===== src/rtl/fetch_pc_unit_pkg.sv =====
// Shared definitions for the IF-stage program-counter logic.
package fetch_pkg;

  // Next-fetch-address source selected by the ID stage.
  typedef enum logic [1:0] {
    PC_SEQ    = 2'b00,
    PC_BRANCH = 2'b01,
    PC_JUMP   = 2'b10,
    PC_RET    = 2'b11
  } pc_sel_e;

endpackage : fetch_pkg


===== src/rtl/fetch_pc_unit_if.sv =====
// Control/address bundle between the ID stage (master) and the fetch PC unit (slave).
interface fetch_pc_unit_if #(
  parameter int PC_W      = 12,
  parameter int DISP_W    = 8,
  parameter int RAS_DEPTH = 8
);

  // ID-stage requests
  logic                         stall;
  logic [1:0]                   pc_sel;
  logic                         call;
  logic [PC_W-1:0]              id_pc;
  logic [DISP_W-1:0]            branch_disp;
  logic [PC_W-1:0]              jump_target;
  logic                         ras_clear_err;

  // Fetch-unit results
  logic [PC_W-1:0]              pc;
  logic [PC_W-1:0]              next_pc;
  logic                         redirect;
  logic [$clog2(RAS_DEPTH):0]   ras_count;
  logic                         ras_overflow;
  logic                         ras_underflow;

  modport master (
    output stall, pc_sel, call, id_pc, branch_disp, jump_target, ras_clear_err,
    input  pc, next_pc, redirect, ras_count, ras_overflow, ras_underflow
  );

  modport slave (
    input  stall, pc_sel, call, id_pc, branch_disp, jump_target, ras_clear_err,
    output pc, next_pc, redirect, ras_count, ras_overflow, ras_underflow
  );

endinterface : fetch_pc_unit_if


===== src/rtl/fetch_pc_unit_ras_circ.sv =====
// Circular return-address stack: storage, write pointer, occupancy and sticky error flags.
module ras_circ #(
  parameter int  PC_W      = 12,
  parameter int  RAS_DEPTH = 8,
  localparam int PTR_W     = $clog2(RAS_DEPTH)
) (
  input  logic             clk,
  input  logic             reset,
  input  logic             push_i,
  input  logic             pop_i,
  input  logic [PC_W-1:0]  push_data_i,
  input  logic             clear_i,
  output logic [PC_W-1:0]  top_o,
  output logic [PTR_W:0]   count_o,
  output logic             overflow_o,
  output logic             underflow_o
);

  logic [PC_W-1:0]  mem_q [RAS_DEPTH];
  logic [PTR_W-1:0] wp_q, wp_d;
  logic [PTR_W:0]   count_q, count_d;
  logic             ovf_q, ovf_d;
  logic             unf_q, unf_d;

  logic [PTR_W-1:0] top_idx;
  logic [PTR_W-1:0] wr_addr;
  logic             wr_en;
  logic             full;
  logic             empty;
  logic             ovf_err;
  logic             unf_err;

  assign top_idx = wp_q - PTR_W'(1);
  assign full    = (count_q == (PTR_W+1)'(RAS_DEPTH));
  assign empty   = (count_q == '0);

  assign top_o       = mem_q[top_idx];
  assign count_o     = count_q;
  assign overflow_o  = ovf_q;
  assign underflow_o = unf_q;

  // Pointer/occupancy/flag next state and the single write port selection.
  always_comb begin
    wp_d    = wp_q;
    count_d = count_q;
    wr_en   = 1'b0;
    wr_addr = wp_q;
    ovf_err = 1'b0;
    unf_err = 1'b0;

    unique case ({push_i, pop_i})
      2'b10: begin
        wr_en = 1'b1;
        wp_d  = wp_q + PTR_W'(1);
        if (full) ovf_err = 1'b1;
        else      count_d = count_q + (PTR_W+1)'(1);
      end
      2'b01: begin
        if (empty) begin
          unf_err = 1'b1;
        end else begin
          wp_d    = wp_q - PTR_W'(1);
          count_d = count_q - (PTR_W+1)'(1);
        end
      end
      2'b11: begin
        // Pop-then-push collapses to overwriting the top in place; when empty
        // the pop fails and the push proceeds as a plain first entry.
        wr_en = 1'b1;
        if (empty) begin
          unf_err = 1'b1;
          wp_d    = wp_q + PTR_W'(1);
          count_d = (PTR_W+1)'(1);
        end else begin
          wr_addr = top_idx;
        end
      end
      default: ;
    endcase

    // A fresh error in the clearing cycle takes priority over the clear.
    ovf_d = (ovf_q & ~clear_i) | ovf_err;
    unf_d = (unf_q & ~clear_i) | unf_err;
  end

  // Stack storage; reset zeroes every entry.
  always_ff @(posedge clk or posedge reset) begin
    if (reset) begin
      for (int unsigned i = 0; i < RAS_DEPTH; i++) begin
        mem_q[i] <= '0;
      end
    end else if (wr_en) begin
      mem_q[wr_addr] <= push_data_i;
    end
  end

  // Pointer, occupancy and sticky flag registers.
  always_ff @(posedge clk or posedge reset) begin
    if (reset) begin
      wp_q    <= '0;
      count_q <= '0;
      ovf_q   <= 1'b0;
      unf_q   <= 1'b0;
    end else begin
      wp_q    <= wp_d;
      count_q <= count_d;
      ovf_q   <= ovf_d;
      unf_q   <= unf_d;
    end
  end

endmodule : ras_circ


===== src/rtl/fetch_pc_unit.sv =====
// IF-stage program counter: next-PC selection, stall gating and return-address stack.
module fetch_pc_unit
  import fetch_pkg::*;
#(
  parameter int          PC_W      = 12,
  parameter int          DISP_W    = 8,
  parameter int          RAS_DEPTH = 8,
  parameter logic [PC_W-1:0] RESET_PC = '0
) (
  input  logic           clk,
  input  logic           reset,
  fetch_pc_unit_if.slave bus
);

  localparam int CNT_W = $clog2(RAS_DEPTH) + 1;

  pc_sel_e          sel;
  logic [PC_W-1:0]  pc_q, pc_d;
  logic [PC_W-1:0]  disp_ext;
  logic [PC_W-1:0]  id_inc;
  logic [PC_W-1:0]  branch_pc;
  logic [PC_W-1:0]  ras_top;
  logic [CNT_W-1:0] ras_count;
  logic             ras_push;
  logic             ras_pop;
  logic             ras_ovf;
  logic             ras_unf;

  assign sel       = pc_sel_e'(bus.pc_sel);
  assign disp_ext  = PC_W'($signed(bus.branch_disp));
  assign id_inc    = bus.id_pc + PC_W'(1);
  assign branch_pc = id_inc + disp_ext;

  assign ras_push  = bus.call & ~bus.stall;
  assign ras_pop   = (sel == PC_RET) & ~bus.stall;

  // Next fetch address; a stall simply re-presents the current PC.
  always_comb begin
    pc_d = pc_q;
    if (!bus.stall) begin
      unique case (sel)
        PC_SEQ:    pc_d = pc_q + PC_W'(1);
        PC_BRANCH: pc_d = branch_pc;
        PC_JUMP:   pc_d = bus.jump_target;
        PC_RET:    pc_d = (ras_count == '0) ? RESET_PC : ras_top;
        default:   pc_d = pc_q;
      endcase
    end
  end

  // Program counter register.
  always_ff @(posedge clk or posedge reset) begin
    if (reset) pc_q <= RESET_PC;
    else       pc_q <= pc_d;
  end

  ras_circ #(
    .PC_W      (PC_W),
    .RAS_DEPTH (RAS_DEPTH)
  ) u_ras (
    .clk         (clk),
    .reset       (reset),
    .push_i      (ras_push),
    .pop_i       (ras_pop),
    .push_data_i (id_inc),
    .clear_i     (bus.ras_clear_err),
    .top_o       (ras_top),
    .count_o     (ras_count),
    .overflow_o  (ras_ovf),
    .underflow_o (ras_unf)
  );

  assign bus.pc            = pc_q;
  assign bus.next_pc       = pc_d;
  assign bus.redirect      = (sel != PC_SEQ) & ~bus.stall;
  assign bus.ras_count     = ras_count;
  assign bus.ras_overflow  = ras_ovf;
  assign bus.ras_underflow = ras_unf;

endmodule : fetch_pc_unit


===== src/flat_wrapper.sv =====
// flat-port wrapper written by rule: the top's interface ports become plain ports
module fetch_pc_unit_flat import fetch_pkg::*;
#(
  parameter int          PC_W      = 12,
  parameter int          DISP_W    = 8,
  parameter int          RAS_DEPTH = 8,
  parameter logic [PC_W-1:0] RESET_PC = '0
)
  (clk, reset, bus_stall, bus_pc_sel, bus_call, bus_id_pc, bus_branch_disp, bus_jump_target, bus_ras_clear_err, bus_pc, bus_next_pc, bus_redirect, bus_ras_count, bus_ras_overflow, bus_ras_underflow);
  fetch_pc_unit_if #(.PC_W(PC_W), .DISP_W(DISP_W), .RAS_DEPTH(RAS_DEPTH)) bus_i ();
  input  logic clk;
  input  logic reset;
  input wire logic [$bits(bus_i.stall)-1:0] bus_stall;
  input wire logic [$bits(bus_i.pc_sel)-1:0] bus_pc_sel;
  input wire logic [$bits(bus_i.call)-1:0] bus_call;
  input wire logic [$bits(bus_i.id_pc)-1:0] bus_id_pc;
  input wire logic [$bits(bus_i.branch_disp)-1:0] bus_branch_disp;
  input wire logic [$bits(bus_i.jump_target)-1:0] bus_jump_target;
  input wire logic [$bits(bus_i.ras_clear_err)-1:0] bus_ras_clear_err;
  output wire logic [$bits(bus_i.pc)-1:0] bus_pc;
  output wire logic [$bits(bus_i.next_pc)-1:0] bus_next_pc;
  output wire logic [$bits(bus_i.redirect)-1:0] bus_redirect;
  output wire logic [$bits(bus_i.ras_count)-1:0] bus_ras_count;
  output wire logic [$bits(bus_i.ras_overflow)-1:0] bus_ras_overflow;
  output wire logic [$bits(bus_i.ras_underflow)-1:0] bus_ras_underflow;
  assign bus_i.stall = bus_stall;
  assign bus_i.pc_sel = bus_pc_sel;
  assign bus_i.call = bus_call;
  assign bus_i.id_pc = bus_id_pc;
  assign bus_i.branch_disp = bus_branch_disp;
  assign bus_i.jump_target = bus_jump_target;
  assign bus_i.ras_clear_err = bus_ras_clear_err;
  assign bus_pc = bus_i.pc;
  assign bus_next_pc = bus_i.next_pc;
  assign bus_redirect = bus_i.redirect;
  assign bus_ras_count = bus_i.ras_count;
  assign bus_ras_overflow = bus_i.ras_overflow;
  assign bus_ras_underflow = bus_i.ras_underflow;
  fetch_pc_unit #(.PC_W(PC_W), .DISP_W(DISP_W), .RAS_DEPTH(RAS_DEPTH), .RESET_PC(RESET_PC)) u_core (.clk(clk), .reset(reset), .bus(bus_i));
endmodule

===== config.mk =====
export PLATFORM = sky130hd
export DESIGN_NAME = fetch_pc_unit_flat
export DESIGN_NICKNAME = d
export VERILOG_FILES = /design/src/rtl/fetch_pc_unit_pkg.sv /design/src/rtl/fetch_pc_unit_if.sv /design/src/rtl/fetch_pc_unit_ras_circ.sv /design/src/rtl/fetch_pc_unit.sv /design/src/flat_wrapper.sv
export SDC_FILE = /design/constraint.sdc
export NUM_CORES = 1
export LEC_CHECK = 0
export BUFFER_PORTS_ARGS = -buffer_cell sky130_fd_sc_hd__buf_2
export CORE_UTILIZATION = 54
export DETAILED_ROUTE_END_ITERATION = 8
export GPL_TIMING_DRIVEN = 0
export HOLD_SLACK_MARGIN = 0.1
export PLACE_DENSITY_LB_ADDON = 0.12
export SYNTH_ARGS = -nofsm -noshare
export SYNTH_HDL_FRONTEND = slang
export SYNTH_SLANG_ARGS = --single-unit
export TNS_END_PERCENT = 10

===== constraint.sdc =====
create_clock -name clk -period 3.55 [get_ports clk]
set_clock_uncertainty 0.15 [all_clocks]
set_input_delay 0.1775 -clock clk [delete_from_list [all_inputs] [get_ports clk]]
set_output_delay 0.1775 -clock clk [all_outputs]
set_load 0.005 [all_outputs]

==> results.sh <==
export IMPL_status="finished with violations"
export IMPL_violations="DRC"
export IMPL_power_w=0.007136
export IMPL_cts_clk_slew_worst_paths_ns=0.06
export IMPL_worst_r2r_path_depth=10
export IMPL_io_pins=70
export IMPL_top_layer="met4"
export IMPL_num_rows=39
export IMPL_cts_buffer_depth=2
export IMPL_grt_use_total=0.3204
export IMPL_slowest_stage="mux4_2"
export IMPL_cp_top_family="buffers and inverters"
export IMPL_synthTopCellsByArea="dfrtp_1 (45%), mux4_2 (8.3%), a21oi_1 (5.9%)"
export IMPL_gr_total_overflow=0
export IMPL_peakVddDrop_mv=0.6294
export IMPL_dr_first_iter_drc_count=552
export IMPL_max_freq_mhz=290.8
export IMPL_p_sw_w=0.002645
export IMPL_setup_tns_ns=0
export IMPL_critPathCaptureType="output port"
export IMPL_min_to="u_core.u_ras.mem_q[89]$_DFFE_PP0P_"
export IMPL_m1WireLength_microns=7759
export IMPL_ys_seq_elements=117
export IMPL_fin_area_sq_um=8010
export IMPL_globalplace_congestion=0.8712
export IMPL_drc=14
export IMPL_worstPathArrival_ns=3.11
export IMPL_portBuffers=67
export IMPL_synth_top_area_frac=0.4495
export IMPL_max_slew_margin=0.3846
export IMPL_slew_viol_final=0
export IMPL_drt_pass1_iterations=9
export IMPL_critPathMaxStageDelay_ns=0.56
export IMPL_wl_met2_microns=9226
export IMPL_critPathMaxFanout=10
export IMPL_start_kind="flip-flop"
export IMPL_grt_first_pass_wirelength_microns=30150
export IMPL_synth_edf_count=0
export IMPL_hold_violations=0
export IMPL_hpwl_microns=12910
export IMPL_crit_chain="buf_8 > clkbuf_8 > inv_1 > ha_4 > buf_12 > mux4_2 > mux2i_2 > o22ai_1 > o21ai_0 > a21oi_1 > buf_2"
export IMPL_min_path_type="input pin to flip-flop"
export IMPL_antennaDiodeCount=0
export IMPL_synth_top_flop_cell="dfrtp_1"
export IMPL_antenna_left=0
export IMPL_cts_root_buffer_cell="clkbuf_16"
export IMPL_ff2ff_setup_slack_ns=0.53
export IMPL_die_w_microns=111.8
export IMPL_fin_ws_ns=0.1114
export IMPL_grt_pass1_vias=5624
export IMPL_switching_share=0.3707
export IMPL_holdCritStartpoint="bus_id_pc[5]"
export IMPL_seq_power_share=0.331
export IMPL_yosysUniqueCellTypes=56
export IMPL_cts_sinks=117
export IMPL_synthArstFlopShare=1.000
export IMPL_cp_num_buf_inv=5
export IMPL_r2r_start="u_core.u_ras.wp_q[0]$_DFFE_PP0P_"
export IMPL_worstSkewPairLatency_ns=0.42
export IMPL_htree_levels=4
export IMPL_worstMarginPinSlew_ns=0.9165
export IMPL_post_route_period_util=0.9686
export IMPL_worstReg2RegEnd="u_core.u_ras.mem_q[5]$_DFFE_PP0P_"
export IMPL_synth_warnings=0
export IMPL_syn_nets=736
export IMPL_cts_tree="done"
export IMPL_comb_power_share=0.428
export IMPL_place_area_sq_um=7061
export IMPL_cellPowerDensity_nw_per_um2=890.8
export IMPL_maxCapViolations=0
export IMPL_critPathKind="flip-flop to output port"
export IMPL_clock_power_share=0.241
export IMPL_wire_per_inst_microns=20.47
export IMPL_antenna_found_initial=0
export IMPL_area_delta_synth_final_pct=22.97
export IMPL_dp_slack_ns=-0.9960
export IMPL_yosysSeqAreaShare=0.4495
export IMPL_dieArea_sq_um=12510
export IMPL_setup_violations=0
export IMPL_core_sq_um=11560
export IMPL_final_cell_count_no_fill=930
export IMPL_grt_max_degree=67
export IMPL_final_net_count=837
export IMPL_hold_depth=3
export IMPL_p_int_w=0.004491
export IMPL_syn_inst=673
export IMPL_drt_total_wl_microns=19040
export IMPL_via_count=5758
export IMPL_synth_largest_area_cell="dfrtp_1"
export IMPL_min_period_ns=3.439
export IMPL_syn_area_per_cell_sq_um=9.679
export IMPL_rsz0062_at_grt="no"
export IMPL_vias_per_cell=6.191
export IMPL_cts_made_buffers=17
export IMPL_crit_required_ns=3.22
export IMPL_initial_core_util=0.5632
export IMPL_dieHeight_microns=111.8
export IMPL_leakagePower_nw=3.590
export IMPL_met3_length_microns=1441
export IMPL_dp_cells=884
export IMPL_synth_area_sq_um=6514
export IMPL_drive_gt1_frac=0.2363
stage by stage:
step                      hold slack, ns  utilization
after floorplan                   0.1122            -
after global placement            0.2257       0.6077
after detailed placement         0.09815       0.6105
after CTS                         0.1022       0.6870
after global routing              0.1400       0.6926
final                             0.1132       0.6926
layout make-up:
cell class / count / area [sq um]
Sequential cell: 117 / 2928
Clock buffer: 22 / 474.2
Multi-Input combinational cell: 489 / 3468
Fill cell: 872 / 3555
Buffer: 35 / 214.0
Clock inverter: 10 / 121.4
Tap cell: 143 / 178.9
Timing Repair Buffer: 82 / 500.5
Inverter: 32 / 125.1
layout by cell type (no fill, tap or decap), types with 3 or more instances in the layout:
master,Yosys,layout
nor3_1,8,7
clkbuf_8,0,5
a211oi_1,4,4
or3_1,3,3
o31ai_1,5,5
xnor2_1,18,12
buf_2,15,80
dlygate4sd3_1,0,13
inv_1,31,30
or2_2,3,3
ha_1,22,20
o21ai_1,10,11
clkinvlp_4,0,4
xor2_2,0,3
nand2_1,79,78
a31oi_1,9,9
o21ai_0,52,51
clkbuf_1,19,17
mux2_2,9,9
a21o_1,7,7
nor2b_1,6,6
xnor2_2,0,6
mux4_2,24,24
nand4_1,6,6
o32ai_1,3,3
nand3_1,17,16
mux2i_1,6,5
dfrtp_1,117,117
o221ai_1,3,3
o22ai_1,4,4
and3_1,5,5
a21oi_1,77,76
nand2b_1,4,4
nor2_1,67,66
clkbuf_16,0,17
sequential cells by signal, summed over array words and instances (netlist names):
signal                    count
u_core.u_ras.mem_q           96
u_core.bus.pc                12
u_core.u_ras.count_o          4
u_core.u_ras.wp_q             3
u_core.u_ras.overflow_o       1
u_core.u_ras.underflow_o      1
worst register-to-register path, stage by stage, from the launching register on:
cell	delay, ns
dfrtp_1	0.38
buf_8	0.18
clkbuf_8	0.22
inv_1	0.11
ha_4	0.20
xnor2_2	0.43
nor3_1	0.10
a31oi_1	0.22
nand2b_1	0.29
clkbuf_1	0.43
o21ai_0	0.17
power by group through the flow:
stage                     clock (W)  combinational (W)  sequential [W]
after detailed placement          0            0.00280         0.00235
after floorplan                   0            0.00202         0.00224
after global routing        0.00178            0.00331         0.00242
after global placement            0            0.00273         0.00231
after CTS                   0.00172            0.00294         0.00234
final                       0.00172            0.00306         0.00236
cell families (layout without fill, tap and decap cells):
group / count (synthesis) / in the layout / synth area share
compound gates: 189 / 189 / 0.1685
flops: 117 / 117 / 0.4495
buf+inv: 67 / 181 / 0.04264
mux: 40 / 40 / 0.1101
fa+ha+maj: 24 / 24 / 0.04841
xor+xnor: 26 / 26 / 0.03784
simple gates: 210 / 210 / 0.1431
cells in the mapped netlist, drive strengths merged, types with 2 or more instances:
master	instances
a31oi	9
o21ai	63
nor2b	6
o32ai	3
nand4	6
ha	22
o221ai	3
fa	2
a21o	7
a211oi	4
mux4	24
o211ai	2
nand2b	4
inv	31
mux2	10
a2111oi	2
or3	3
nand2	80
nor4	2
o31ai	5
nor2	68
o221a	2
xor2	7
a21oi	77
dfrtp	117
xnor2	19
o22ai	4
nor3	10
mux2i	6
nand3	17
clkbuf	19
or2	4
and3	5
nand3b	2
buf	16
worst max path at each step:
stage | to | from | depth (start not counted)
3_5_place_dp | bus_next_pc[7] | u_core.u_ras.wp_q[0]$_DFFE_PP0P_ | 12
4_1_cts | bus_next_pc[10] | u_core.u_ras.wp_q[0]$_DFFE_PP0P_ | 12
5_1_grt | bus_next_pc[3] | u_core.u_ras.wp_q[0]$_DFFE_PP0P_ | 11
2_1_floorplan | u_core.bus.pc[0]$_DFF_PP0_ | reset | 1
3_3_place_gp | u_core.bus.pc[5]$_DFF_PP0_ | reset | 2
6_report | bus_next_pc[3] | u_core.u_ras.wp_q[0]$_DFFE_PP0P_ | 11
layer usage:
layer  track usage  vias up
li1              -     2601
met1        0.4073     2841
met2        0.5342      268
met3       0.07295       48
met4        0.1252        0
met5             0        -
repair_timing:
action,in CTS,in global routing
gates resized for setup,32,14
hold endpoints to repair,105,2
endpoints found under the setup margin,119,25
hold buffers,12,1
buffers inserted,1,0
pin swaps,2,1
(Power assumes the default switching activity.)
